$ cat config.mk
export PLATFORM = sky130hd
export DESIGN_NAME = block_pixel_shader
export DESIGN_NICKNAME = d
export VERILOG_FILES = /design/src/rtl/block_pixel_shader.sv
export SDC_FILE = /design/constraint.sdc
export NUM_CORES = 1
export LEC_CHECK = 0
export BUFFER_PORTS_ARGS = -buffer_cell sky130_fd_sc_hd__buf_2
export CORE_MARGIN = 3
export CORE_UTILIZATION = 58
export DETAILED_ROUTE_END_ITERATION = 10
export GPL_TIMING_DRIVEN = 0
export PLACE_DENSITY = 0.85
export SLEW_MARGIN = 20
export SYNTH_ARGS = -nofsm -noshare
export SYNTH_HDL_FRONTEND = slang
export SYNTH_SLANG_ARGS = --single-unit
$ cat constraint.sdc
create_clock -name CLK -period 3.75 [get_ports CLK]
set_clock_uncertainty 0.1 [all_clocks]
set_input_delay 1.125 -clock CLK [delete_from_list [all_inputs] [get_ports CLK]]
set_output_delay 1.125 -clock CLK [all_outputs]
set_load 0.02 [all_outputs]
$ cat src/rtl/block_pixel_shader.sv
// Pixel shader for the 10x20 playfield: maps scan position to a board cell, reads its
// style from board RAM and emits a registered 12-bit colour, with a per-frame palette shadow and level-up flash.
module block_pixel_shader #(
  parameter int unsigned BOARD_X0     = 240,
  parameter int unsigned BOARD_Y0     = 80,
  parameter logic [11:0] BG_COLOR     = 12'h000,
  parameter int unsigned FLASH_FRAMES = 8
) (
  input  logic        CLK,
  input  logic        RESET_N,
  input  logic        FRAME_START,
  input  logic [9:0]  DRAW_X,
  input  logic [9:0]  DRAW_Y,
  input  logic [2:0]  LEVEL,
  input  logic [11:0] COLOR_0,
  input  logic [11:0] COLOR_1,
  input  logic [11:0] COLOR_2,
  input  logic [11:0] COLOR_3,
  output logic [7:0]  BOARD_ADDR,
  input  logic [1:0]  BOARD_DATA,
  output logic [3:0]  RED,
  output logic [3:0]  GREEN,
  output logic [3:0]  BLUE,
  output logic        FLASHING
);

  localparam int unsigned COORD_W    = 10;
  localparam int unsigned SUB_W      = 4;
  localparam int unsigned ADDR_W     = 8;
  localparam int unsigned CNT_W      = 8;
  localparam int unsigned RGB_W      = 12;
  localparam int unsigned BOARD_COLS = 10;
  localparam int unsigned BOARD_W_PX = 160;
  localparam int unsigned BOARD_H_PX = 320;

  typedef enum logic {ST_IDLE, ST_FLASH} state_t;

  // Stage 1: board mapping
  logic [COORD_W-1:0] w_dx, w_dy;
  logic               w_in_board;
  logic [3:0]         w_col;
  logic [4:0]         w_row;
  logic [ADDR_W-1:0]  w_addr;

  assign w_dx       = DRAW_X - COORD_W'(BOARD_X0);
  assign w_dy       = DRAW_Y - COORD_W'(BOARD_Y0);
  assign w_in_board = (DRAW_X >= COORD_W'(BOARD_X0)) && (w_dx < COORD_W'(BOARD_W_PX)) &&
                      (DRAW_Y >= COORD_W'(BOARD_Y0)) && (w_dy < COORD_W'(BOARD_H_PX));
  assign w_col      = 4'(w_dx >> SUB_W);
  assign w_row      = 5'(w_dy >> SUB_W);
  assign w_addr     = (ADDR_W'(w_row) * ADDR_W'(BOARD_COLS)) + ADDR_W'(w_col);

  logic [ADDR_W-1:0] r_board_addr;
  logic              r_in1, r_in2;
  logic [SUB_W-1:0]  r_sx1, r_sy1, r_sx2, r_sy2;
  logic [1:0]        r_style2;

  always_ff @(posedge CLK or negedge RESET_N) begin
    if (!RESET_N) begin
      r_board_addr <= '0;
      r_in1        <= 1'b0;
      r_sx1        <= '0;
      r_sy1        <= '0;
      r_in2        <= 1'b0;
      r_sx2        <= '0;
      r_sy2        <= '0;
      r_style2     <= '0;
    end else begin
      r_board_addr <= w_in_board ? w_addr : '0;
      r_in1        <= w_in_board;
      r_sx1        <= SUB_W'(w_dx);
      r_sy1        <= SUB_W'(w_dy);
      r_in2        <= r_in1;
      r_sx2        <= r_sx1;
      r_sy2        <= r_sy1;
      r_style2     <= BOARD_DATA;
    end
  end

  assign BOARD_ADDR = r_board_addr;

  // Palette shadow, captured once per frame
  logic [RGB_W-1:0] r_sh0, r_sh1, r_sh2, r_sh3;

  always_ff @(posedge CLK or negedge RESET_N) begin
    if (!RESET_N) begin
      r_sh0 <= '0;
      r_sh1 <= '0;
      r_sh2 <= '0;
      r_sh3 <= '0;
    end else if (FRAME_START) begin
      r_sh0 <= COLOR_0;
      r_sh1 <= COLOR_1;
      r_sh2 <= COLOR_2;
      r_sh3 <= COLOR_3;
    end
  end

  // Flash FSM
  state_t           r_state, w_state_nx;
  logic [CNT_W-1:0] r_cnt, w_cnt_nx, w_cnt_dec;
  logic [2:0]       r_last_level, w_last_level_nx;

  assign w_cnt_dec = r_cnt - CNT_W'(1);

  always_ff @(posedge CLK or negedge RESET_N) begin
    if (!RESET_N) begin
      r_state      <= ST_IDLE;
      r_cnt        <= '0;
      r_last_level <= '0;
    end else begin
      r_state      <= w_state_nx;
      r_cnt        <= w_cnt_nx;
      r_last_level <= w_last_level_nx;
    end
  end

  always_comb begin
    w_state_nx      = r_state;
    w_cnt_nx        = r_cnt;
    w_last_level_nx = r_last_level;
    if (FRAME_START) begin
      if (LEVEL != r_last_level) begin
        w_last_level_nx = LEVEL;
        w_cnt_nx        = CNT_W'(FLASH_FRAMES);
        w_state_nx      = ST_FLASH;
      end else if (r_state == ST_FLASH) begin
        w_cnt_nx = w_cnt_dec;
        if (w_cnt_dec == '0) begin
          w_state_nx = ST_IDLE;
        end
      end
    end
  end

  assign FLASHING = (r_state == ST_FLASH);

  // Stage 3: colour select from cell style and sub-cell position
  logic             w_outline, w_hilite, w_rim;
  logic [RGB_W-1:0] w_pixel;

  assign w_outline = (r_sx2 == 4'd15) || (r_sy2 == 4'd15);
  assign w_hilite  = ((r_sx2 == 4'd1) || (r_sx2 == 4'd2)) && ((r_sy2 == 4'd1) || (r_sy2 == 4'd2));
  assign w_rim     = (r_sx2 == 4'd0) || (r_sx2 == 4'd14) || (r_sy2 == 4'd0) || (r_sy2 == 4'd14);

  always_comb begin
    w_pixel = BG_COLOR;
    if (r_in2 && (r_style2 != 2'd0)) begin
      if (w_outline) begin
        w_pixel = r_sh2;
      end else if ((r_state == ST_FLASH) && r_cnt[0]) begin
        w_pixel = r_sh3;
      end else begin
        case (r_style2)
          2'd1:    w_pixel = w_hilite ? r_sh3 : r_sh0;
          2'd2:    w_pixel = w_hilite ? r_sh3 : r_sh1;
          default: w_pixel = w_rim ? r_sh0 : r_sh3;
        endcase
      end
    end
  end

  logic [RGB_W-1:0] r_rgb;

  always_ff @(posedge CLK or negedge RESET_N) begin
    if (!RESET_N) begin
      r_rgb <= '0;
    end else begin
      r_rgb <= w_pixel;
    end
  end

  assign RED   = r_rgb[11:8];
  assign GREEN = r_rgb[7:4];
  assign BLUE  = r_rgb[3:0];

endmodule

==> results of run 1 <==
==> state kept, by name (all words and copies together) (netlist names), 8 cells and up <==
| signal | cells |
|---|---|
| BOARD_ADDR | 8 |
| r_sh1 | 12 |
| r_sh3 | 12 |
| r_sh0 | 12 |
| r_sh2 | 12 |
| r_rgb | 12 |
| r_cnt | 8 |
==> per-layer routing <==
metal / vias up / routed length [µm] / global-route usage (%)
li1: 1805 / - / -
met1: 1959 / 4910 / 31.2
met2: 149 / 6530 / 43.9
met3: 17 / 889 / 7.54
met4: 0 / 211 / 7.56
met5: - / 0 / 0
==> report_power, final <==
part,internal (µW),switching (µW),total (µW)
combinational,284,326,611
clock,338,404,742
sequential,1160,79.7,1240
==> final cells by class <==
class	count	area (µm²)	area share, %
Buffer	20	121	2.00
Clock buffer	10	138	2.27
Clock inverter	6	80.1	1.32
Inverter	21	78.8	1.30
Multi-Input combinational cell	292	2500	41.2
Sequential cell	100	2500	41.2
Tap cell	105	131	2.16
Timing Repair Buffer	97	517	8.51
==> worst max-delay path, cell delays in order <==
cell,delay (ps)
buf_2,120
inv_1,110
ha_4,170
nand2b_1,160
nand2b_1,80
xnor2_1,160
ha_1,320
inv_1,70
fa_1,440
or2_2,360
a211oi_2,300
a2bb2oi_2,170
xnor2_1,70
nor2b_2,150
==> final timing paths <==
path                        startpoint       endpoint  slack [ps]
max reg2reg                r_style2[0]       r_rgb[8]        1520
min reg2reg                   r_sx1[3]       r_sx2[3]         260
max in group asynchronous      RESET_N       r_sh1[7]        2400
max                          DRAW_Y[5]  BOARD_ADDR[7]          90
min in group asynchronous      RESET_N       r_sx2[3]         550
min                           r_sx1[3]       r_sx2[3]         260
==> synth_stat cells, types with 3 or more instances <==
master | number | area share (%)
o31ai_1 | 3 | 0.43
o21a_1 | 10 | 1.4
clkbuf_1 | 8 | 0.58
mux2i_1 | 13 | 2.5
buf_2 | 3 | 0.29
nor3_1 | 3 | 0.29
ha_1 | 17 | 4.1
o21ai_0 | 21 | 2.0
a211oi_2 | 11 | 2.7
or3_1 | 16 | 1.9
nor2_1 | 17 | 1.2
dfrtp_1 | 100 | 48
xor2_1 | 5 | 0.85
nand3_1 | 5 | 0.48
buf_1 | 3 | 0.22
nand2_1 | 22 | 1.6
o221ai_2 | 10 | 2.9
inv_1 | 21 | 1.5
a221oi_1 | 10 | 1.7
nand4_1 | 4 | 0.48
xnor2_1 | 13 | 2.2
mux2_2 | 51 | 11
a21oi_1 | 12 | 1.2
nand2b_1 | 7 | 0.85
==> metrics by stage <==
stage / power (µW) / setup WS [ps] / TNS [ps] / instances / utilization, %
2_1_floorplan: 1650 / 30.7 / 0 / 433 / -
3_3_place_gp: 1800 / -321 / -321 / 633 / 68.7
5_1_grt: 2720 / -84.8 / -84.8 / 651 / 72.1
6_report: 2600 / 93.7 / 0 / 651 / 72.1
3_5_place_dp: 1840 / -371 / -371 / 634 / 69.1
4_1_cts: 2580 / 31.9 / 0 / 650 / 71.7
==> what timing repair did <==
action	in CTS	in global routing
pin swaps	0	1
resized for setup	1	6
setup buffers	0	1
endpoints found under the setup margin	1	1
==> cell families (layout without fill, tap and decap cells) <==
kind of cell    after synthesis  in the layout  share of synthesized area (%)
compound gates              101            101                           16.5
flops                       100            100                           48.3
simple gates                 89             89                           9.47
mux                          65             65                           13.9
buf+inv                      41            154                           3.87
fa+ha+maj                    19             19                           4.88
xor+xnor                     18             18                           3.04
==> results.yml, run 1 <==
sta:
  fin_crit_ps: 3660
  slew_viol_final: 0
  tightestPinTransition_ps: 775
  fmax_mhz: 273
  setup_viol_count_final: 0
  min_period_over_period_pct: 97.5
  timing.slew.headroom_pct: 48.3
  hold_viol: 0
  hold_ws_ps: 258
job:
  drv_cap: 0
route:
  vias_per_cell: 6.04
  via_count: 3930
  first_pass_iters: 5
  wire_per_inst_um: 19.3
  drtAntennaViolNets: 0
  route.detailed.drc: 0
  dr.first_iter.drc_count: 162
  drt-total-wl_um: 12500
worst_setup_path:
  crit_required_ps: 3910
  crit_path_start_kind: "input port"
  critical_path_arrival_ps: 3810
  cp_max_fo: 5
  r2r_cells: 7
  worst-setup-path-type: "in -> reg"
  end_kind: "register"
clock_tree:
  root_buffer: "clkbuf_8"
  cts_buffers: 9
  clkLatencyLatePin_ps: 370
  htreeDepth: 3
  cts_tree: "built"
  cts_hold_buf: 0
  clk_pin_slew_ps: 100
  cts_sinks: 100
  clockBufferDepth: 2
layout:
  fin_area_um2: 6070
  final_nets: 636
  syn_to_final_growth_pct: 17.2
  fill_cells: 623
  diodes: 0
  layout_commonest_cell: "dfrtp_1"
  drive_above_1_share_pct: 38.8
  layout_common_cells: "100 x dfrtp_1, 97 x buf_2, 51 x mux2_2"
hold_path:
  hold_depth: 0
  hold_path_class: "reg -> reg"
power:
  ir_drop_mv: 0.272
  leakage_uw: 0.00283
  power.density_nw_per_um2: 428
synth:
  yosysSeqAreaShare_pct: 48.3
  syn_area_um2: 5180
  synth_edf_count: 0
  syn_avg_cell_area_um2: 12.0
  synth_seq_cells: 100
  synthArstFlopShare_pct: 100
  dominantRegCellSynth: "dfrtp_1"
  synth_warnings: 0
  synth_cells: 433
  mappedNetlistNets: 528
  yosysUniqueCellTypes: 62
floorplanning:
  initial_utilization_pct: 61.5
  die-area_um2: 10100
  die_y_um: 100
  chipWidth_um: 100
  core-area_um2: 8420
  ios: 97
  row_count: 33
global_routing:
  gr-total-overflow: 0
  grt_max_degree: 59
  grt_pass1_wl_um: 20200
  grt_usage_pct: 25.5
  grt_pass1_vias: 4095
  antenna_found_initial: 0
run_status:
  status: "finished, final reports clean"
place:
  io_buffers: 95
  placed_cell_area_um2: 5820
  gp_congestion: 0.902
  hpwl_um: 8930
No activity file was read; power rests on OpenSTA's default activity.
==> run 2, diff against run 1 <==
CELL_PAD_IN_SITES_DETAIL_PLACEMENT = 1   (was not set)
CELL_PAD_IN_SITES_GLOBAL_PLACEMENT = 1   (was not set)
CORE_UTILIZATION = 48   (was 58)
PLACE_DENSITY = 0.88   (was 0.85)
==> results.yml, run 2 (same netlist as run 1, synthesis figures left out) <==
sta:
  hold_ws_ps: 262
  tightestPinTransition_ps: 857
  min_period_over_period_pct: 96.5
  timing.slew.headroom_pct: 42.9
  rsz0062_at_grt: "no"
  slew_viol_final: 0
  hold_viol: 0
  setup_viol_count_final: 0
  fin_tns_setup_ps: 0
  fmax_mhz: 276
  fin_crit_ps: 3620
hold_path:
  hold_start: "r_sx1[2]"
  hold_depth: 0
  hold_path_class: "reg -> reg"
worst_setup_path:
  worst-setup-path-type: "in -> reg"
  cp_cell_sequence: "buf_2 > inv_2 > ha_4 > nand2b_4 > nand2b_1 > xnor2_2 > ha_1 > inv_1 > fa_1 > nand2b_2 > a211oi_2 > a2bb2oi_2 > xnor2_1 > nor2b_2"
  end_kind: "register"
  cpMaxStageDelayCell: "fa_1"
  critPathMaxStageDelay_ps: 530
  critical_path_arrival_ps: 3810
  cp_max_fo: 5
  path_delay_family: "adder cells"
  critPathLaunch: "DRAW_Y[4]"
  crit_required_ps: 3940
  crit_buf_inv: 3
  crit_path_start_kind: "input port"
  cp_num_cells: 14
  r2r_start: "r_style2[0]"
  r2r_cells: 7
place:
  hpwl_um: 10900
  dp_cells: 665
  gp_congestion: 0.882
  io_buffers: 95
clock_tree:
  htreeDepth: 3
  clk_pin_slew_ps: 90
  cts_tree: "built"
  cts_sinks: 100
  root_buffer: "clkbuf_8"
  clockBufferDepth: 2
  cts_buffers: 9
  cts_hold_buf: 0
  clkLatencyLatePin_ps: 370
power:
  power.density_nw_per_um2: 423
  leakage_uw: 0.00282
  ir_drop_mv: 0.345
floorplanning:
  initial_utilization_pct: 49.7
  die-area_um2: 12100
  core-area_um2: 10400
  die_y_um: 110
  ios: 97
  row_count: 37
  chipWidth_um: 110
route:
  vias_per_cell: 5.83
  wire_per_inst_um: 21.3
  via_count: 3965
  route.detailed.drc: 0
  dr.first_iter.drc_count: 162
  drtAntennaViolNets: 0
  drt-total-wl_um: 14500
  first_pass_iters: 4
layout:
  final_nets: 635
  diodes: 0
  syn_to_final_growth_pct: 17.9
  finish.utilization_pct: 58.6
  layout_commonest_cell: "dfrtp_1"
  instances_no_fill: 680
  fill_cells: 1129
  layout_common_cells: "100 x dfrtp_1, 97 x buf_2, 51 x mux2_2"
  drive_above_1_share_pct: 39.5
job:
  drv_cap: 0
global_routing:
  gr-total-overflow: 0
  grt_max_degree: 58
  grt_pass1_vias: 4326
  grt_usage_pct: 25.0
  antenna_found_initial: 1
  grt_pass1_wl_um: 22800
run_status:
  status: "finished, final reports clean"
run 2: cell types whose count changed in the layout (fill, tap and decap cells not counted), sizes merged:
cell	delta
inv	-2
buf	-1
clkinvlp	+1
run 2: final cells by class:
type | count | area, µm² | share of cell area [%]
multi-input combinational | 292 | 2520 | 41.3
clock buffer | 10 | 138 | 2.25
timing repair buffer | 96 | 509 | 8.34
tap | 136 | 170 | 2.79
buffer | 20 | 121 | 1.99
inverter | 21 | 78.8 | 1.29
clock inverter | 5 | 62.6 | 1.02
sequential | 100 | 2500 | 41.0
run 2: final timing paths:
check                                end  slack (ps)
setup / recovery           BOARD_ADDR[7]         130
hold / removal                  r_sx2[2]         260
setup reg to reg                r_rgb[9]        1530
hold reg to reg                 r_sx2[2]         260
max in group asynchronous  BOARD_ADDR[6]        2360
min in group asynchronous       r_sx1[1]         570
run 2: what timing repair did:
item                       4_1_cts  5_1_grt
resized for setup                4        8
pin swaps                        0        1
buffers inserted                 0        0
setup endpoints to repair        1        1
run 2: worst register-to-register path: stages, from the launching register on:
cell and delay [ps]:
dfrtp_1 370, inv_1 60, ha_1 380, nand3_1 180
clkbuf_1 500, a221oi_1 100, o21a_1 160, a211oi_2 260
run 2: report_power, final:
part,internal (µW),switching (µW)
clock network,325,374
registers,1160,85.4
logic,286,350
run 2: routing by layer:
layer	track usage, %	routed length (µm)
met1	29.8	5710
met2	44.7	7740
met3	5.05	712
met4	8.64	334
met5	0	13
run 2: through the flow:
step                      total power [µW]  setup WS (ps)  area, µm²
final                                 2580            132       6110
after CTS                             2580           13.0       6080
after global placement                1810           -347       5820
after floorplan                       1650           30.7       5180
after global routing                  2720           6.53       6110
after detailed placement              1880           -532       5860
==> run 3, diff against run 2 <==
CORE_ASPECT_RATIO = 1.4   (was not set)
==> results.yml, run 3 (same netlist as run 1, synthesis figures left out) <==
worst_setup_path:
  critical_path_arrival_ps: 3730
  cpMaxStageDelayCell: "fa_1"
  end_kind: "register"
  crit_path_start_kind: "input port"
  r2r_cells: 7
  worst-setup-path-type: "in -> reg"
  crit_path_frequent_cell: "ha_1"
  crit_required_ps: 3930
  cp_max_fo: 5
  cp_cell_sequence: "buf_2 > o21ai_1 > xor2_1 > ha_1 > ha_1 > inv_1 > fa_1 > nand2b_2 > a211oi_2 > a2bb2oi_2 > xnor2_1 > nor2b_2"
  critPathMaxStageDelay_ps: 420
route:
  first_pass_iters: 4
  drt-total-wl_um: 14500
  route.detailed.drc: 0
  dr.first_iter.drc_count: 161
  vias_per_cell: 5.87
  via_count: 4007
  drtAntennaViolNets: 0
  wire_per_inst_um: 21.2
run_status:
  status: "finished, final reports clean"
layout:
  fill_cells: 1125
  syn_to_final_growth_pct: 20.0
  final_nets: 635
  layout_common_cells: "100 x dfrtp_1, 97 x buf_2, 51 x mux2_2"
  drive_above_1_share_pct: 39.4
  diodes: 0
  layout_commonest_cell: "dfrtp_1"
floorplanning:
  die-area_um2: 12100
  core-area_um2: 10500
  die_y_um: 129
  ios: 97
  row_count: 44
  chipWidth_um: 93.8
  initial_utilization_pct: 49.5
sta:
  fin_crit_ps: 3550
  tightestPinTransition_ps: 863
  rsz0062_at_grt: "no"
  setup_viol_count_final: 0
  fmax_mhz: 281
  hold_viol: 0
  slew_viol_final: 0
  timing.slew.headroom_pct: 42.5
  fin_tns_setup_ps: 0
  min_period_over_period_pct: 94.7
  hold_ws_ps: 252
clock_tree:
  clockBufferDepth: 2
  clk_pin_slew_ps: 70
  post-cts-setup-buffers: 0
  clkLatencyLatePin_ps: 350
  cts_hold_buf: 0
  cts_tree: "built"
  root_buffer: "clkbuf_16"
  cts_buffers: 9
  htreeDepth: 3
  cts_sinks: 100
global_routing:
  grt_usage_pct: 25.1
  grt_pass1_vias: 4550
  gr-total-overflow: 0
  grt_pass1_wl_um: 23400
  grt_max_degree: 64
  antenna_found_initial: 1
hold_path:
  hold_depth: 0
  hold_path_class: "reg -> reg"
place:
  io_buffers: 95
  gp_congestion: 0.879
  hpwl_um: 10600
power:
  power.density_nw_per_um2: 455
  ir_drop_mv: 0.250
  leakage_uw: 0.00287
job:
  drv_cap: 0
==> run 3: final cells by class <==
type | count | area, µm² | share of cell area [%]
plain buffers | 20 | 121 | 1.95
clock buffers | 9 | 225 | 3.62
clock inverters | 7 | 80.1 | 1.29
inverters | 21 | 81.3 | 1.31
multi-input cells | 292 | 2520 | 40.6
flip-flops and latches | 100 | 2500 | 40.3
well taps | 138 | 173 | 2.78
repair buffers | 96 | 509 | 8.19
==> run 3: path summary, 6_finish.rpt <==
kind	from	to	slack [ps]
worst max-delay path	DRAW_Y[4]	BOARD_ADDR[7]	200
worst min-delay path	r_sx1[3]	r_sx2[3]	250
worst max register to register	r_style2[0]	r_rgb[6]	1410
worst min register to register	r_sx1[3]	r_sx2[3]	250
max in group asynchronous	RESET_N	r_sh0[6]	2350
min in group asynchronous	RESET_N	r_rgb[0]	570
==> run 3: metal layers <==
layer,part of all wire (%),routed length [µm],vias up,track usage [%]
li1,-,-,1804,-
met1,37,5330,2025,27.5
met2,55,7920,133,46.6
met3,5.2,749,43,4.62
met4,3.2,469,2,11.2
met5,0.048,7,-,0
==> run 3: critical path: cells and delay by family <==
family | cells | cell delay (ps)
adders and majority gates | 3 | 920
AOI/OAI and AO/OA | 3 | 650
xor gates and xnor gates | 2 | 430
and+or+nand+nor | 2 | 380
buffers and inverters | 2 | 220
==> run 3: through the flow <==
stage,utilization [%],setup WS (ps),power (µW),cells,cell area [µm²]
final,59.4,197,2830,683,6210
after floorplan,-,30.7,1650,433,5180
after detailed placement,56.0,-516,1860,667,5860
after global placement,55.7,-320,1810,666,5830
after CTS,59.2,47.9,2840,683,6190
after global routing,59.4,29.6,2960,683,6210
==> run 3: repair_timing <==
action	4_1_cts	5_1_grt
endpoints found under the setup margin	1	1
gates cloned	0	0
resized for setup	5	8
pin swaps	0	2
==> run 3: report_power, final <==
part / switching, µW / internal [µW]
Sequential: 81.8 / 1160
Clock: 430 / 527
Combinational: 340 / 286
